===== config.mk =====
export PLATFORM = sky130hd
export DESIGN_NAME = spi_xfer_seq
export DESIGN_NICKNAME = d
export VERILOG_FILES = /design/src/rtl/spi_seq_pkg.sv /design/src/rtl/spi_cs_timer.sv /design/src/rtl/spi_xfer_seq.sv
export SDC_FILE = /design/constraint.sdc
export NUM_CORES = 1
export LEC_CHECK = 0
export CAP_MARGIN = 25
export CORE_ASPECT_RATIO = 1.75
export CORE_MARGIN = 2
export CORE_UTILIZATION = 40
export DETAILED_ROUTE_END_ITERATION = 10
export HOLD_SLACK_MARGIN = 0.06
export PLACE_DENSITY = 0.71
export RECOVER_POWER = 25
export SLEW_MARGIN = 20
export SYNTH_ARGS = -nofsm -noshare
export SYNTH_HDL_FRONTEND = slang
export SYNTH_SLANG_ARGS = --single-unit
export TNS_END_PERCENT = 5

===== constraint.sdc =====
create_clock -name clk -period 2.8 [get_ports clk]
set_clock_uncertainty 0.2 [all_clocks]
set_input_delay 0.28 -clock clk [delete_from_list [all_inputs] [get_ports clk]]
set_output_delay 0.28 -clock clk [all_outputs]
set_load 0.05 [all_outputs]

===== src/rtl/spi_seq_pkg.sv =====
// rtl/spi_seq_pkg.sv - shared states, command bytes and status bit positions for the SPI sequencer
package spi_seq_pkg;

    typedef enum logic [2:0] {
        IDLE,
        SETUP,
        LOAD,
        PUSH,
        WAIT,
        POP,
        HOLD,
        DONE
    } state_t;

    localparam logic [7:0] CMD_WR_DEF = 8'h0A;
    localparam logic [7:0] CMD_RD_DEF = 8'h0B;

    localparam int SPSR_RFEMPTY = 0;
    localparam int SPSR_WFFULL  = 3;

    localparam int CS_TMR_W = 8;

endpackage


===== src/rtl/spi_cs_timer.sv =====
// rtl/spi_cs_timer.sv - loadable down-counter with terminal flag for chip-select setup/hold
module spi_cs_timer #(
    parameter int W = 8
) (
    input  logic         clk,
    input  logic         nrst,
    input  logic         load,
    input  logic [W-1:0] load_val,
    output logic         tc
);

    localparam logic [W-1:0] ONE = W'(1);

    logic [W-1:0] cnt;

    // Loading N-1 makes the terminal flag rise after exactly N cycles in the waiting state.
    always_ff @(posedge clk or negedge nrst) begin
        if (!nrst) begin
            cnt <= '0;
        end else if (load) begin
            cnt <= load_val;
        end else if (cnt != '0) begin
            cnt <= cnt - ONE;
        end
    end

    assign tc = (cnt == '0);

endmodule


===== src/rtl/spi_xfer_seq.sv =====
// rtl/spi_xfer_seq.sv - command/address/data burst sequencer driving the SPI master core FIFOs
module spi_xfer_seq
    import spi_seq_pkg::*;
#(
    parameter int         LEN_W    = 4,
    parameter int         CS_SETUP = 2,
    parameter int         CS_HOLD  = 2,
    parameter logic [7:0] CMD_WR   = CMD_WR_DEF,
    parameter logic [7:0] CMD_RD   = CMD_RD_DEF
) (
    input  logic             clk,
    input  logic             nrst,
    input  logic             start,
    input  logic             rw,
    input  logic [7:0]       addr,
    input  logic [LEN_W-1:0] len,
    input  logic [7:0]       wr_data,
    input  logic             wr_valid,
    output logic             wr_ready,
    output logic [7:0]       rd_data,
    output logic             rd_valid,
    output logic             busy,
    output logic             done,
    input  logic [7:0]       spsr,
    input  logic [7:0]       rfdout,
    output logic             wfwe,
    output logic [7:0]       wfdin,
    output logic             rfre,
    output logic             ncs_o
);

    localparam logic [CS_TMR_W-1:0] SETUP_LD = CS_TMR_W'(CS_SETUP - 1);
    localparam logic [CS_TMR_W-1:0] HOLD_LD  = CS_TMR_W'(CS_HOLD - 1);
    localparam logic [LEN_W:0]      IDX_ONE  = (LEN_W + 1)'(1);
    localparam logic [LEN_W:0]      IDX_PAY  = (LEN_W + 1)'(2);

    state_t             state, state_d;
    logic               rw_q, rw_d;
    logic [7:0]         addr_q, addr_d;
    logic [LEN_W-1:0]   len_q, len_d;
    logic [LEN_W:0]     idx, idx_d;
    logic [LEN_W:0]     last_idx;
    logic [7:0]         tx_byte, tx_d;
    logic               busy_d, ncs_d, wfwe_d, rfre_d, wr_ready_d, rd_valid_d, done_d;
    logic [7:0]         wfdin_d, rd_data_d;
    logic               tmr_load, tmr_tc;
    logic [CS_TMR_W-1:0] tmr_val;

    assign last_idx = {1'b0, len_q} + IDX_ONE;

    spi_cs_timer #(
        .W (CS_TMR_W)
    ) u_cs_timer (
        .clk      (clk),
        .nrst     (nrst),
        .load     (tmr_load),
        .load_val (tmr_val),
        .tc       (tmr_tc)
    );

    always_ff @(posedge clk or negedge nrst) begin
        if (!nrst) begin
            state    <= IDLE;
            rw_q     <= 1'b0;
            addr_q   <= 8'h00;
            len_q    <= '0;
            idx      <= '0;
            tx_byte  <= 8'h00;
            busy     <= 1'b0;
            ncs_o    <= 1'b1;
            wfwe     <= 1'b0;
            wfdin    <= 8'h00;
            rfre     <= 1'b0;
            wr_ready <= 1'b0;
            rd_valid <= 1'b0;
            rd_data  <= 8'h00;
            done     <= 1'b0;
        end else begin
            state    <= state_d;
            rw_q     <= rw_d;
            addr_q   <= addr_d;
            len_q    <= len_d;
            idx      <= idx_d;
            tx_byte  <= tx_d;
            busy     <= busy_d;
            ncs_o    <= ncs_d;
            wfwe     <= wfwe_d;
            wfdin    <= wfdin_d;
            rfre     <= rfre_d;
            wr_ready <= wr_ready_d;
            rd_valid <= rd_valid_d;
            rd_data  <= rd_data_d;
            done     <= done_d;
        end
    end

    always_comb begin
        state_d    = state;
        rw_d       = rw_q;
        addr_d     = addr_q;
        len_d      = len_q;
        idx_d      = idx;
        tx_d       = tx_byte;
        busy_d     = busy;
        ncs_d      = ncs_o;
        wfdin_d    = wfdin;
        rd_data_d  = rd_data;
        wfwe_d     = 1'b0;
        rfre_d     = 1'b0;
        wr_ready_d = 1'b0;
        rd_valid_d = 1'b0;
        done_d     = 1'b0;
        tmr_load   = 1'b0;
        tmr_val    = '0;

        case (state)
            IDLE: begin
                if (start) begin
                    rw_d     = rw;
                    addr_d   = addr;
                    len_d    = len;
                    idx_d    = '0;
                    busy_d   = 1'b1;
                    ncs_d    = 1'b0;
                    tmr_load = 1'b1;
                    tmr_val  = SETUP_LD;
                    state_d  = SETUP;
                end
            end
            SETUP: begin
                if (tmr_tc) begin
                    state_d = LOAD;
                end
            end
            LOAD: begin
                if (idx == '0) begin
                    tx_d    = rw_q ? CMD_RD : CMD_WR;
                    state_d = PUSH;
                end else if (idx == IDX_ONE) begin
                    tx_d    = addr_q;
                    state_d = PUSH;
                end else if (rw_q) begin
                    tx_d    = 8'h00;
                    state_d = PUSH;
                end else if (wr_valid) begin
                    // The ready strobe lands the cycle after capture; the source holds data until it sees it.
                    tx_d       = wr_data;
                    wr_ready_d = 1'b1;
                    state_d    = PUSH;
                end
            end
            PUSH: begin
                if (!spsr[SPSR_WFFULL]) begin
                    wfwe_d  = 1'b1;
                    wfdin_d = tx_byte;
                    state_d = WAIT;
                end
            end
            WAIT: begin
                if (!spsr[SPSR_RFEMPTY]) begin
                    state_d = POP;
                end
            end
            POP: begin
                rfre_d = 1'b1;
                // Command/address echoes and write-payload echoes are dropped.
                if (rw_q && (idx >= IDX_PAY)) begin
                    rd_data_d  = rfdout;
                    rd_valid_d = 1'b1;
                end
                idx_d = idx + IDX_ONE;
                if (idx == last_idx) begin
                    tmr_load = 1'b1;
                    tmr_val  = HOLD_LD;
                    state_d  = HOLD;
                end else begin
                    state_d = LOAD;
                end
            end
            HOLD: begin
                if (tmr_tc) begin
                    ncs_d   = 1'b1;
                    state_d = DONE;
                end
            end
            DONE: begin
                done_d  = 1'b1;
                busy_d  = 1'b0;
                state_d = IDLE;
            end
            default: begin
                state_d = IDLE;
            end
        endcase
    end

endmodule


# ---- Word-level counts from Yosys, hierarchy flattened
# Cells that the tools add are included.
dict set report word_totals {
  ff_bits 60
  input_bits 41
  output_inout_bits 23
  word_cells 96
}
dict set report classes {
  add_sub_neg 3
  order_cmp 1
  eq_ne 15
  muxes 42
  n_bitwise 1
  reduce_logical 18
}
# cell count
set op_table {}
lappend op_table {{8-bit two-way mux} 6}
lappend op_table {{3-bit two-way mux} 10}
lappend op_table {{3-bit case mux with 8 select lines} 1}
lappend op_table {{1-bit two-way mux} 19}
lappend op_table {{3-bit equality test, second input constant} 4}
lappend op_table {{2-bit AND reduction} 6}
lappend op_table {{2-bit inequality test, second input constant} 5}
lappend op_table {{5-bit case mux with 2 select lines} 1}
lappend op_table {{8-bit zero test} 1}
lappend op_table {{1-bit case mux with 2 select lines} 4}
lappend op_table {{2-bit nonzero test} 4}
lappend op_table {{8-bit nonzero test} 1}
lappend op_table {{8-bit by 1-bit subtractor with 8-bit output, second input constant} 1}
lappend op_table {{3-bit by 2-bit equality test with 1-bit output, second input constant} 2}
lappend op_table {{6-bit AND reduction} 1}
lappend op_table {{4-bit by 1-bit adder with 5-bit output, second input constant} 1}
lappend op_table {{5-bit by 1-bit adder with 5-bit output, second input constant} 1}
lappend op_table {{5-bit by 1-bit equality test with 1-bit output, second input constant} 1}
lappend op_table {{5-bit equality test} 1}
lappend op_table {{5-bit by 2-bit >= comparator with 1-bit output, second input constant} 1}
lappend op_table {{5-bit zero test} 1}
lappend op_table {{5-bit two-way mux} 1}
lappend op_table {{5-bit inequality test, second input constant} 1}
lappend op_table {{4-bit nonzero test} 1}
lappend op_table {{5 further kinds} 5}

# ---- Longest topological paths before layout
# Gate-level depths: netlist of run 1.
dict set report logic_depth {
  depth_word 5
  ltp_mapped 6
  depth_no_buf 6
}

# ---- Cells and area by module
# From an unflattened synthesis of run 1, not the netlist that was laid out.
dict set report hier_totals {
  hier_cells 239
  hier_area_um2 2906.5
}
# module n_inst cells_per_inst area_each_um2 seq_area_each_um2
set by_module_without_submodules {}
lappend by_module_without_submodules {spi_xfer_seq 1 185 2429.8 1302.5}
lappend by_module_without_submodules {spi_cs_timer 1 54 476.7 200.2}

# ---- Worst setup path after synthesis of run 1
# OpenSTA, ideal clock, no wires.
dict set report synth_timing {
  kind {reg2reg}
  startpoint {register idx[1]}
  endpoint {register tx_byte[0]}
  setup_ns 0.125
  arrival_ns 1.803
  required_time_ns 2.475
  slack_ns 0.673
  path_stages_with_launch 7
  n_path_buf 0
  period_less_slack_ns 2.127
  cell_sequence {dfrtp_1 -> inv_1 -> ha_1 -> nor2_1 -> nor2_1 -> o31ai_2 -> mux2_2}
}
dict set report synth_via {
  elab_chain_cells 3
  word_cells_on_any_way 6
  classes_between {1 x eq/ne; 2 x mux; 3 x reduce/logical}
}
# element line
set synth_lines {}
lappend synth_lines {{from (decl)} spi_xfer_seq.sv:41} ;# logic [LEN_W:0] idx, idx_d;
lappend synth_lines {{from (signal assigned)} spi_xfer_seq.sv:83} ;# idx <= idx_d;
lappend synth_lines {{5-bit by 1-bit equality test with 1-bit output or 5-bit zero test (tied branches)} {spi_xfer_seq.sv:139, spi_xfer_seq.sv:136}}
lappend synth_lines {{4-bit nonzero test (no source line) or 8-bit two-way mux (tied branches)} n/a}
lappend synth_lines {{2-bit AND reduction (no source line) or 8-bit two-way mux (tied branches)} n/a}
lappend synth_lines {{to (signal assigned)} spi_xfer_seq.sv:84} ;# tx_byte <= tx_d;
lappend synth_lines {{to (decl)} spi_xfer_seq.sv:43} ;# logic [7:0] tx_byte, tx_d;
# Parallel ways exist; a longest one is shown, timed or not.
# A chain may end at the register's enable or synchronous reset.

# ---- Worst setup path after layout of run 1
dict set report layout_timing {
  startpoint {register state[1]}
  endpoint {register rd_data[5]}
}
dict set report layout_via {
  elab_chain_cells 2
}
# element line
set layout_lines {}
lappend layout_lines {{from (decl)} spi_xfer_seq.sv:37} ;# state_t state, state_d;
lappend layout_lines {{from (signal assigned)} spi_xfer_seq.sv:79} ;# state <= state_d;
lappend layout_lines {{3-bit equality test} spi_xfer_seq.sv:116} ;# case (state)
lappend layout_lines {{2-bit AND reduction (no source line)} n/a}
lappend layout_lines {{to (signal assigned)} spi_xfer_seq.sv:92} ;# rd_data <= rd_data_d;
lappend layout_lines {{to (decl)} spi_xfer_seq.sv:20} ;# output logic [7:0] rd_data,
# Every way passes these cells.

==> results_tabular.tex, run 1 <==
\begin{tabular}{lr}
\hline
Metric & Value \\
\hline
\multicolumn{2}{l}{\textbf{Power}} \\
Power per Cell Area & 1090 mW/mm2 \\
IR drop worst, VDD & 0.696 mV \\
Leakage component of the power & 1.70 nW \\
\multicolumn{2}{l}{\textbf{Outcome}} \\
Violations in the final reports & capacitance limit, slew limit \\
Status & finished, violations left \\
\multicolumn{2}{l}{\textbf{STA}} \\
Endpoints failing setup & 0 \\
Transition time at the pin with the least slew margin & 1630 ps \\
Fmax & 0.453 GHz \\
Minimum hold slack & 297 ps \\
Number of pins exceeding their max-slew limit in the final report & 32 \\
Max-slew headroom at the worst pin & -8.73\% \\
Unrepaired setup endpoints after global routing & no \\
Clock period minus worst slack & 2210 ps \\
Share of the clock period used by the worst path & 78.8\% \\
Fin Setup TNS & 0 ps \\
Final Hold Viols & 0 \\
\multicolumn{2}{l}{\textbf{Global routing}} \\
M1 GR Usage & 18.5\% \\
Largest net degree at the start of global routing & 32 \\
First-pass GRT wire length & 9800 um \\
Via count of the first global-routing pass & 2154 \\
Overall overflow remaining after global route & 0 \\
Met3 track demand over resource & 3.28\% \\
M2 GR Usage & 29.0\% \\
Peak-usage layer in the global routing report & met2 \\
Combined global-route utilization of all metal layers & 16.8\% \\
Initial antenna violation count & 0 \\
\multicolumn{2}{l}{\textbf{Worst setup path}} \\
FF-to-FF Start & state[1]\$\_DFFE\_PN0P\_ \\
CP Cell Sequence & nand3b\_1, inv\_1, o311a\_1, mux2\_4 \\
Critical path startpoint & state[1]\$\_DFFE\_PN0P\_ \\
Worst path bufs/invs & 1 \\
Slowest stage cell on the critical path & sky130\_fd\_sc\_hd\_\_o311a\_1 \\
Category of the most critical setup path & reg2reg \\
Max incr delay on CP & 560 ps \\
Arrival time worst endpoint & 2210 ps \\
Critical Path RT & 2800 ps \\
Startpoint types & register \\
Largest driver fanout on the critical path & 9 \\
Cell family contributing the most delay on the critical path & compound AO/OA/AOI/OAI gates \\
Worst setup EP type & register \\
\multicolumn{2}{l}{\textbf{Floorplan}} \\
Core box area & 0.00713 mm2 \\
Ports & 64 \\
Floorplan die width & 68.4 um \\
Overall die height & 117 um \\
Initial core utilization & 40.7\% \\
Floorplan die area & 0.00798 mm2 \\
Site Rows & 41 \\
\multicolumn{2}{l}{\textbf{Synth}} \\
Yosys top cell by area & sky130\_fd\_sc\_hd\_\_dfrtp\_1 \\
Post-Synthesis Mean Instance Area & 12.1 um2 \\
Cell variety after synth & 48 \\
Fraction of the yosys area taken by sequential cells & 51.8\% \\
Synthesized instance count & 240 \\
Post-synth design cell area & 0.00290 mm2 \\
Number of enable flip-flop cells after synthesis & 0 \\
Proportion of register bits with asynchronous set or reset after synthesis & 100\% \\
Synth Warn \# & 0 \\
Top cells by area in the synthesized netlist & sky130\_fd\_sc\_hd\_\_dfrtp\_1 (51\%), sky130\_fd\_sc\_hd\_\_mux2\_2 (11\%), sky130\_fd\_sc\_hd\_\_mux2\_4 (4.1\%) \\
Synthesis-stage register bit count & 60 \\
Top-area cell type share of the netlist area & 50.9\% \\
Most instantiated flip-flop cell in the synthesis netlist & sky130\_fd\_sc\_hd\_\_dfrtp\_1 \\
Post-synth net total & 288 \\
\multicolumn{2}{l}{\textbf{Routing}} \\
Detail Route Antenna Nets & 0 \\
Via density per instance & 5.27 \\
First-pass detailed-route iteration total & 4 \\
Via count & 2103 \\
DRC marker count from the first detailed-route iteration & 100 \\
Drt total wl & 5770 um \\
Routed length per placed instance & 14.5 um \\
Drt drc & 0 \\
\multicolumn{2}{l}{\textbf{Job}} \\
Number of maximum-capacitance constraint violations & 1 \\
\multicolumn{2}{l}{\textbf{Place}} \\
Placed wire-length estimate & 4230 um \\
Number of port buffers & 57 \\
Final estimated routing congestion in global placement & 0.797 \\
\multicolumn{2}{l}{\textbf{Clock network}} \\
Worst-case clock buffer depth & 2 \\
Post-CTS setup-driven buffer insertion count & 0 \\
CTS tree & built \\
TritonCTS Buffers & 9 \\
Insertion delay of the later-clocked pin in the worst-skew pair & 320 ps \\
H-tree depth reported by CTS & 3 \\
Num Clock Sinks & 60 \\
Clk Tree Root Cell & sky130\_fd\_sc\_hd\_\_clkbuf\_16 \\
Post-CTS clock slew at the launch and capture registers of the worst setup and hold paths & 50 ps \\
\multicolumn{2}{l}{\textbf{Cells and area}} \\
Post-layout util & 54.3\% \\
Leading cell type in the layout, fill and taps excluded & sky130\_fd\_sc\_hd\_\_dfrtp\_1 \\
Fill count & 623 \\
Top library cells by usage in the layout, fill and taps aside & sky130\_fd\_sc\_hd\_\_dfrtp\_1 (59), sky130\_fd\_sc\_hd\_\_clkdlybuf4s50\_1 (56), sky130\_fd\_sc\_hd\_\_mux2\_2 (29) \\
\# nets final & 356 \\
Share of cells above drive strength 1 & 21.1\% \\
Number of antenna repair diodes & 0 \\
Post-synthesis to final-layout area growth & 33.3\% \\
\multicolumn{2}{l}{\textbf{Worst hold path}} \\
Min-delay worst type & reg2reg \\
Worst hold path startpoint & addr\_q[3]\$\_DFFE\_PN0P\_ \\
\hline
\end{tabular}
==> cells in the mapped netlist, types with 2 or more instances <==
master / count
sky130_fd_sc_hd__mux2_4: 8
sky130_fd_sc_hd__nand2_1: 7
sky130_fd_sc_hd__nand3b_1: 2
sky130_fd_sc_hd__dfrtp_1: 59
sky130_fd_sc_hd__nand3_1: 6
sky130_fd_sc_hd__o21ai_0: 9
sky130_fd_sc_hd__mux2i_1: 3
sky130_fd_sc_hd__xor2_1: 5
sky130_fd_sc_hd__clkbuf_1: 3
sky130_fd_sc_hd__nor2_1: 13
sky130_fd_sc_hd__xnor2_1: 3
sky130_fd_sc_hd__a2111oi_0: 2
sky130_fd_sc_hd__a22o_1: 6
sky130_fd_sc_hd__or3_1: 4
sky130_fd_sc_hd__buf_6: 3
sky130_fd_sc_hd__nor3b_1: 3
sky130_fd_sc_hd__mux2_2: 29
sky130_fd_sc_hd__nand2b_1: 3
sky130_fd_sc_hd__a21oi_1: 10
sky130_fd_sc_hd__a211oi_1: 2
sky130_fd_sc_hd__nor2b_1: 2
sky130_fd_sc_hd__nor4b_2: 2
sky130_fd_sc_hd__ha_1: 7
sky130_fd_sc_hd__a22oi_1: 2
sky130_fd_sc_hd__nor3_1: 11
sky130_fd_sc_hd__inv_1: 12
sky130_fd_sc_hd__o21ba_2: 3
==> where the power goes <==
group | internal, W | switching (W)
sequential | 0.00119 | 0.000271
combinational | 0.000807 | 0.000936
clock | 0.000669 | 0.000346
==> timing repair <==
| action | in CTS | in global routing |
|---|---|---|
| gates resized for setup | 0 | 0 |
| hold buffers | 1 | 0 |
| hold endpoints to repair | 28 | 0 |
==> cell families after synthesis <==
group,synth area share (%)
AOI/OAI and AO/OA,11.3
xor gates and xnor gates,2.41
adders and majority gates,3.02
buffers and inverters,3.45
DFF,51.8
muxes,16.4
and+or+nand+nor,11.7
==> per-layer routing <==
| metal | vias to the layer above | share of wire, % |
|---|---|---|
| li1 | 1008 | - |
| met4 | 0 | 2.2 |
| met2 | 47 | 55 |
| met5 | - | 0 |
| met1 | 1038 | 39 |
| met3 | 10 | 3.8 |
==> flip-flops by register name, indices dropped and copies added (netlist names) <==
signal and flops:
busy 1, rd_valid 1, rw_q 1, state 3, rd_data 8, done 1, ncs_o 1, wfwe 1
tx_byte 8, wr_ready 1, rfre 1, len_q 4, addr_q 8, idx 5, wfdin 8, u_cs_timer.cnt 8
==> final timing paths <==
check                                         end  slack [ps]  cells past startpoint
setup reg to reg           rd_data[5]$_DFFE_PN0P_         590                      4
max in group asynchronous   addr_q[0]$_DFFE_PN0P_         670                      3
hold / removal              addr_q[3]$_DFFE_PN0P_         300                      1
min in group asynchronous          wfwe$_DFF_PN0_         710                      2
hold reg to reg             addr_q[3]$_DFFE_PN0P_         300                      1
setup / recovery           rd_data[5]$_DFFE_PN0P_         590                      4
==> metrics by stage <==
step                cell area [um2]  total power [W]  instances  worst slack [ps]
floorplan                      2900          0.00270        240               673
global placement               3580          0.00318        382               614
detailed placement             3580          0.00322        382               578
CTS                            3870          0.00426        399               568
global route                   3870          0.00450        399               296
finish                         3870          0.00422        399               594
==> area by class of cell <==
type / instances / area, um2 / area share (%)
tap: 86 / 108 / 2.78
sequential: 60 / 1500 / 38.8
multi-input combinational: 160 / 1310 / 33.8
clock buffer: 15 / 278 / 7.18
timing repair buffer: 65 / 623 / 16.1
clock inverter: 1 / 5.00 / 0.129
inverter: 12 / 45.0 / 1.16
No activity file was read; power rests on OpenSTA's default activity.
==> run 2: changes to the inputs <==
==> constraint.sdc (replaced) <==
create_clock -name clk -period 2.2 [get_ports clk]
set_clock_uncertainty 0.2 [all_clocks]
set_input_delay 0.22 -clock clk [delete_from_list [all_inputs] [get_ports clk]]
set_output_delay 0.22 -clock clk [all_outputs]
set_load 0.05 [all_outputs]
==> run 2 against run 1 <==
Net effect: the run now ends clean; largest cell class unchanged; highest routed layer unchanged; sequential share of layout area decreased by 0.78 points; maximum frequency increased by 6.5%; hold slack got worse by 17 ps; die area unchanged; non-clock buffer count increased by 13; cell count increased by 2.3%; first-iteration DRC count increased by 37%; utilization increased by 1.1 points; flip-flop and latch count unchanged; setup slack got worse by 470 ps; critical path depth unchanged; register-to-register slack got worse by 470 ps.
==> results_tabular.tex, run 2 (synthesis results as in run 1) <==
\begin{tabular}{lr}
\hline
Metric & Value \\
\hline
\multicolumn{2}{l}{\textbf{Worst setup path}} \\
Worst setup EP type & register \\
Max incr delay on CP & 610 ps (+50 ps) \\
Critical register-to-register path endpoint & tx\_byte[2]\$\_DFFE\_PN0P\_ \\
Worst path bufs/invs & 0 (-1) \\
FF-to-FF Start & idx[2]\$\_DFFE\_PN0P\_ \\
Startpoint types & register \\
Slowest stage cell on the critical path & sky130\_fd\_sc\_hd\_\_nor3b\_1 \\
Critical Path RT & 2260 ps (-540 ps) \\
Number of cells on the worst reg-to-reg path & 4 (unchanged) \\
Cell family contributing the most delay on the critical path & simple AND/OR/NAND/NOR gates \\
Worst-case register-to-register setup slack & 130 ps (-470 ps) \\
CP Cell Sequence & or3\_4, nor3b\_1, a22o\_1, mux2\_2 \\
Category of the most critical setup path & reg2reg \\
Arrival time worst endpoint & 2130 ps (-80 ps) \\
Critical path startpoint & idx[2]\$\_DFFE\_PN0P\_ \\
Largest driver fanout on the critical path & 9 (unchanged) \\
\multicolumn{2}{l}{\textbf{Power}} \\
Comb power frac & 44.4\% (+3.0 points) \\
IR drop worst, VDD & 0.653 mV (-6.2\%) \\
Share of total power in the clock network & 22.0\% (-2.1 points) \\
Net load switching power & 0.00197 W (+27\%) \\
Proportion of total power due to net switching & 36.8\% (-0.053 points) \\
Leakage component of the power & 1.75 nW (+3.2\%) \\
Seq pwr share & 33.6\% (-1.0 points) \\
Power per Cell Area & 1360 mW/mm2 (+25\%) \\
Cell Int Power & 0.00339 W (+27\%) \\
\multicolumn{2}{l}{\textbf{Place}} \\
Number of port buffers & 57 (unchanged) \\
Final estimated routing congestion in global placement & 0.793 (-0.50\%) \\
Placed Cells & 394 (+3.1\%) \\
Placed wire-length estimate & 4420 um (+4.4\%) \\
\multicolumn{2}{l}{\textbf{Global routing}} \\
Initial antenna violation count & 0 (unchanged) \\
Combined global-route utilization of all metal layers & 17.8\% (+1.0 points) \\
Largest net degree at the start of global routing & 37 (+16\%) \\
Via count of the first global-routing pass & 2245 (+4.2\%) \\
Overall overflow remaining after global route & 0 (unchanged) \\
First-pass GRT wire length & 10400 um (+5.7\%) \\
\multicolumn{2}{l}{\textbf{STA}} \\
Fin Setup TNS & 0 ps (unchanged) \\
Fmax & 0.483 GHz (+6.5\%) \\
Unrepaired setup endpoints after global routing & no \\
Max-slew headroom at the worst pin & 40.6\% (+49 points) \\
Clock period minus worst slack & 2070 ps (-135 ps) \\
Number of pins exceeding their max-slew limit in the final report & 0 (-100\%) \\
Transition time at the pin with the least slew margin & 891 ps (-740 ps) \\
Final Hold Viols & 0 (unchanged) \\
Share of the clock period used by the worst path & 94.2\% (+15 points) \\
Endpoints failing setup & 0 (unchanged) \\
\multicolumn{2}{l}{\textbf{Clock network}} \\
H-tree depth reported by CTS & 3 (unchanged) \\
Insertion delay of the later-clocked pin in the worst-skew pair & 320 ps (about the same) \\
TritonCTS Buffers & 9 (unchanged) \\
Clk Tree Root Cell & sky130\_fd\_sc\_hd\_\_clkbuf\_16 \\
Post-CTS clock slew at the launch and capture registers of the worst setup and hold paths & 50 ps (about the same) \\
CTS tree & built \\
Post-CTS setup-driven buffer insertion count & 0 (unchanged) \\
Worst-case clock buffer depth & 2 (unchanged) \\
Num Clock Sinks & 60 (unchanged) \\
\multicolumn{2}{l}{\textbf{Cells and area}} \\
Top library cells by usage in the layout, fill and taps aside & sky130\_fd\_sc\_hd\_\_dfrtp\_1 (59), sky130\_fd\_sc\_hd\_\_clkdlybuf4s50\_1 (56), sky130\_fd\_sc\_hd\_\_mux2\_2 (29) \\
Count of placed standard cells in the final layout, fillers left out & 408 (+2.3\%) \\
Number of antenna repair diodes & 0 (unchanged) \\
Area of combinational cells with multiple inputs & 0.00131 mm2 (about the same) \\
Post-synthesis to final-layout area growth & 36.0\% \\
Post-layout util & 55.4\% (+1.1 points) \\
Sequential cell area & 0.00150 mm2 (unchanged) \\
Fill count & 645 (+3.5\%) \\
\# nets final & 369 (+3.7\%) \\
Share of cells above drive strength 1 & 23.6\% (+2.5 points) \\
Leading cell type in the layout, fill and taps excluded & sky130\_fd\_sc\_hd\_\_dfrtp\_1 \\
\multicolumn{2}{l}{\textbf{Routing}} \\
Routed length per placed instance & 14.6 um (+1.1\%) \\
DRC marker count from the first detailed-route iteration & 137 (+37\%) \\
Drt drc & 0 (unchanged) \\
Detail Route Antenna Nets & 0 (unchanged) \\
Drt total wl & 5960 um (+3.4\%) \\
Via count & 2117 (+0.67\%) \\
Via density per instance & 5.19 (-1.6\%) \\
First-pass detailed-route iteration total & 4 (unchanged) \\
\multicolumn{2}{l}{\textbf{Floorplan}} \\
Site Rows & 41 (unchanged) \\
Core box area & 0.00713 mm2 (unchanged) \\
Initial core utilization & 40.7\% (unchanged) \\
Ports & 64 (unchanged) \\
Overall die height & 117 um (unchanged) \\
Floorplan die width & 68.4 um (unchanged) \\
Floorplan die area & 0.00798 mm2 (unchanged) \\
\multicolumn{2}{l}{\textbf{Worst hold path}} \\
Min-delay worst type & in2async \\
\multicolumn{2}{l}{\textbf{Job}} \\
Number of maximum-capacitance constraint violations & 0 (-1) \\
\multicolumn{2}{l}{\textbf{Outcome}} \\
Status & completed \\
\hline
\end{tabular}
run 2: routing by layer:
metal  track usage (%)  vias to the layer above  wire length, um  part of all wire (%)
li1                  -                     1024                -                     -
met1              20.3                     1035             2260                    38
met2              29.1                       44             3310                    56
met3              4.24                       14              204                   3.4
met4              11.2                        0              185                   3.1
met5                 0                        -                0                     0
run 2: tightest hold or removal path, delay by kind of cell:
kind     cells  cell delay (ps)
buf+inv      3              960
run 2: final cells by class:
type                    instances  share of cell area [%]
multi-input cells             160                    33.2
well taps                      86                    2.72
repair buffers                 78                    18.7
inverters                      12                    1.14
flip-flops and latches         60                    38.1
clock buffers                  12                    6.24
run 2: worst max path at each step:
stage,to,slack [ps],depth (start not counted)
after floorplan,tx_byte[0]$_DFFE_PN0P_,70,6
after global placement,tx_byte[4]$_DFFE_PN0P_,160,4
after detailed placement,tx_byte[2]$_DFFE_PN0P_,170,4
after CTS,ncs_o,130,1
after global routing,tx_byte[4]$_DFFE_PN0P_,10,4
final,tx_byte[2]$_DFFE_PN0P_,130,4
run 2: stage by stage:
stage	total power [W]	setup slack, ps	area (um2)	hold WS (ps)
final	0.00536	129	3950	280
after global routing	0.00575	14.4	3950	311
after CTS	0.00544	133	3960	228
after detailed placement	0.00422	166	3700	-164
after global placement	0.00415	165	3700	-162
after floorplan	0.00344	72.8	2900	-276
run 2: power by group through the flow:
stage | Clock, W | Sequential, W | Combinational [W]
3_3_place_gp | 0 | 0.00181 | 0.00234
4_1_cts | 0.00122 | 0.00181 | 0.00241
2_1_floorplan | 0 | 0.00222 | 0.00121
3_5_place_dp | 0 | 0.00182 | 0.00240
6_report | 0.00118 | 0.00181 | 0.00238
5_1_grt | 0.00129 | 0.00188 | 0.00259
run 2: repair_timing:
action,4_1_cts,5_1_grt
gates resized for setup,0,1
endpoints found under the hold margin,60,0
hold buffers,2,0
endpoints found under the setup margin,0,1
==> run 3: changes to the inputs <==
--- a/config.mk
+++ b/config.mk
@@ -9,6 +9,7 @@
 export CORE_ASPECT_RATIO = 1.75
 export CORE_MARGIN = 2
 export CORE_UTILIZATION = 40
+export CTS_BUF_LIST = sky130_fd_sc_hd__clkbuf_8
 export DETAILED_ROUTE_END_ITERATION = 10
 export HOLD_SLACK_MARGIN = 0.06
 export PLACE_DENSITY = 0.71
==> run 3 against run 2 <==
Net effect: first-iteration DRC count stayed put; setup slack worse by 11 ps; combinational power hardly changed; total power is 7.4% lower; global-route usage is 0.075 points lower; largest power group unchanged.
==> results_tabular.tex, run 3 (synthesis results as in run 1) <==
\begin{tabular}{lr}
\hline
Metric & Value \\
\hline
\multicolumn{2}{l}{\textbf{Outcome}} \\
Status & completed \\
\multicolumn{2}{l}{\textbf{Power}} \\
Final total power & 0.00497 W (-7.4\%) \\
IR drop worst, VDD & 0.610 mV (-6.5\%) \\
Power per Cell Area & 1290 mW/mm2 (-5.0\%) \\
Leakage component of the power & 1.71 nW (-2.2\%) \\
\multicolumn{2}{l}{\textbf{Place}} \\
Pre-CTS setup slack & 166 ps (unchanged) \\
Placed wire-length estimate & 4420 um (unchanged) \\
Number of port buffers & 57 (unchanged) \\
Final estimated routing congestion in global placement & 0.793 (unchanged) \\
\multicolumn{2}{l}{\textbf{Global routing}} \\
Met3 track demand over resource & 5.11\% (+0.87 points) \\
Largest net degree at the start of global routing & 37 (unchanged) \\
First-pass GRT wire length & 10300 um (-0.53\%) \\
Initial antenna violation count & 0 (unchanged) \\
Via count of the first global-routing pass & 2276 (+1.4\%) \\
M1 GR Usage & 19.2\% (-1.1 points) \\
Overall overflow remaining after global route & 0 (unchanged) \\
M2 GR Usage & 30.1\% (+0.96 points) \\
Peak-usage layer in the global routing report & met2 \\
Combined global-route utilization of all metal layers & 17.7\% (-0.075 points) \\
\multicolumn{2}{l}{\textbf{Worst setup path}} \\
Slowest stage cell on the critical path & sky130\_fd\_sc\_hd\_\_nor3b\_1 \\
Startpoint types & register \\
Worst path bufs/invs & 0 (unchanged) \\
Critical register-to-register path endpoint & tx\_byte[2]\$\_DFFE\_PN0P\_ \\
Total stage count of the critical path & 4 (unchanged) \\
FF-to-FF Start & idx[2]\$\_DFFE\_PN0P\_ \\
Arrival time worst endpoint & 2160 ps (+30 ps) \\
Largest driver fanout on the critical path & 9 (unchanged) \\
Cell family contributing the most delay on the critical path & simple AND/OR/NAND/NOR gates \\
Worst-case register-to-register setup slack & 120 ps (about the same) \\
Worst setup EP type & register \\
Critical Path RT & 2270 ps (about the same) \\
Max incr delay on CP & 620 ps (about the same) \\
CP Cell Sequence & or3\_4, nor3b\_1, a22o\_1, mux2\_2 \\
Number of cells on the worst reg-to-reg path & 4 (unchanged) \\
Category of the most critical setup path & reg2reg \\
\multicolumn{2}{l}{\textbf{Job}} \\
Number of maximum-capacitance constraint violations & 0 (unchanged) \\
\multicolumn{2}{l}{\textbf{Clock network}} \\
CTS tree & built \\
Post-CTS setup-driven buffer insertion count & 0 (unchanged) \\
Worst-case clock buffer depth & 2 (unchanged) \\
Post-CTS clock slew at the launch and capture registers of the worst setup and hold paths & 60 ps (about the same) \\
Num Clock Sinks & 60 (unchanged) \\
Insertion delay of the later-clocked pin in the worst-skew pair & 340 ps (+20 ps) \\
Clk Tree Root Cell & sky130\_fd\_sc\_hd\_\_clkbuf\_8 \\
H-tree depth reported by CTS & 3 (unchanged) \\
TritonCTS Buffers & 9 (unchanged) \\
\multicolumn{2}{l}{\textbf{Worst hold path}} \\
Min-delay worst type & in2async \\
\multicolumn{2}{l}{\textbf{STA}} \\
Number of pins exceeding their max-slew limit in the final report & 0 (unchanged) \\
Fin Setup TNS & 0 ps (unchanged) \\
Final Hold Viols & 0 (unchanged) \\
Transition time at the pin with the least slew margin & 901 ps (+9.89 ps) \\
Worst setup margin & 117 ps (-11.3 ps) \\
Clock period minus worst slack & 2080 ps (+11.3 ps) \\
Unrepaired setup endpoints after global routing & no \\
Fmax & 0.480 GHz (-0.54\%) \\
Share of the clock period used by the worst path & 94.7\% (+0.52 points) \\
Max-slew headroom at the worst pin & 39.9\% (-0.66 points) \\
Endpoints failing setup & 0 (unchanged) \\
\multicolumn{2}{l}{\textbf{Routing}} \\
Detail Route Antenna Nets & 0 (unchanged) \\
First-pass detailed-route iteration total & 4 (unchanged) \\
Via density per instance & 5.21 (+0.38\%) \\
Drt drc & 0 (unchanged) \\
Routed length per placed instance & 14.7 um (+0.62\%) \\
Drt total wl & 6000 um (+0.62\%) \\
Via count & 2125 (+0.38\%) \\
DRC marker count from the first detailed-route iteration & 137 (unchanged) \\
\multicolumn{2}{l}{\textbf{Cells and area}} \\
Share of cells above drive strength 1 & 23.6\% (unchanged) \\
Number of antenna repair diodes & 0 (unchanged) \\
\# nets final & 369 (unchanged) \\
Fill count & 653 (+1.2\%) \\
Top library cells by usage in the layout, fill and taps aside & sky130\_fd\_sc\_hd\_\_dfrtp\_1 (59), sky130\_fd\_sc\_hd\_\_clkdlybuf4s50\_1 (56), sky130\_fd\_sc\_hd\_\_mux2\_2 (29) \\
Leading cell type in the layout, fill and taps excluded & sky130\_fd\_sc\_hd\_\_dfrtp\_1 \\
Post-layout util & 54.0\% (-1.4 points) \\
Post-synthesis to final-layout area growth & 32.5\% \\
Sequential cell area & 0.00150 mm2 (unchanged) \\
Area of combinational cells with multiple inputs & 0.00131 mm2 (unchanged) \\
\multicolumn{2}{l}{\textbf{Floorplan}} \\
Core box area & 0.00713 mm2 (unchanged) \\
Ports & 64 (unchanged) \\
Floorplan die area & 0.00798 mm2 (unchanged) \\
Floorplan die width & 68.4 um (unchanged) \\
Overall die height & 117 um (unchanged) \\
Initial core utilization & 40.7\% (unchanged) \\
Site Rows & 41 (unchanged) \\
\hline
\end{tabular}
==> run 3: layer usage <==
layer | vias up | wire length [um]
li1 | 1024 | -
met3 | 14 | 227
met4 | 0 | 184
met5 | - | 0
met1 | 1037 | 2220
met2 | 50 | 3370
==> run 3: final cells by class <==
type	count	share of cell area, %
clock buffers	10	3.58
clock inverters	2	0.195
inverters	12	1.17
multi-input cells	160	34.0
flip-flops and latches	60	39.1
well taps	86	2.80
repair buffers	78	19.2
==> run 3: worst max-delay path by stage <==
stage,slack (ps),endpoint,from
after floorplan,70,tx_byte[0]$_DFFE_PN0P_,idx[1]$_DFFE_PN0P_
after global placement,160,tx_byte[4]$_DFFE_PN0P_,idx[2]$_DFFE_PN0P_
after detailed placement,170,tx_byte[2]$_DFFE_PN0P_,idx[2]$_DFFE_PN0P_
after CTS,110,ncs_o,ncs_o$_DFFE_PN1P_
after global routing,10,tx_byte[4]$_DFFE_PN0P_,idx[2]$_DFFE_PN0P_
final,120,tx_byte[2]$_DFFE_PN0P_,idx[2]$_DFFE_PN0P_
==> run 3: repair_timing <==
item,in CTS,in global routing
hold endpoints to repair,60,0
setup endpoints to repair,0,1
resized for setup,0,1
hold buffers,2,0
==> run 3: worst reg2reg max path: stages (launching register included) <==
cell and delay, ps:
sky130_fd_sc_hd__dfrtp_1 380, sky130_fd_sc_hd__or3_4 450, sky130_fd_sc_hd__nor3b_1 620, sky130_fd_sc_hd__a22o_1 220, sky130_fd_sc_hd__mux2_2 150
==> run 3: power by group <==
part	switching (W)	internal, W	total (W)
logic	0.00127	0.00112	0.00239
clock network	0.000371	0.000405	0.000775
registers	0.000296	0.00151	0.00180
total	0.00194	0.00303	0.00497
==> run 3: stage by stage <==
stage          std cells  hold slack (ps)  cell area (um2)
4_1_cts              408              203             3860
3_3_place_gp         394             -162             3700
3_5_place_dp         394             -164             3700
6_report             408              261             3850
2_1_floorplan        240             -276             2900
5_1_grt              408              283             3850
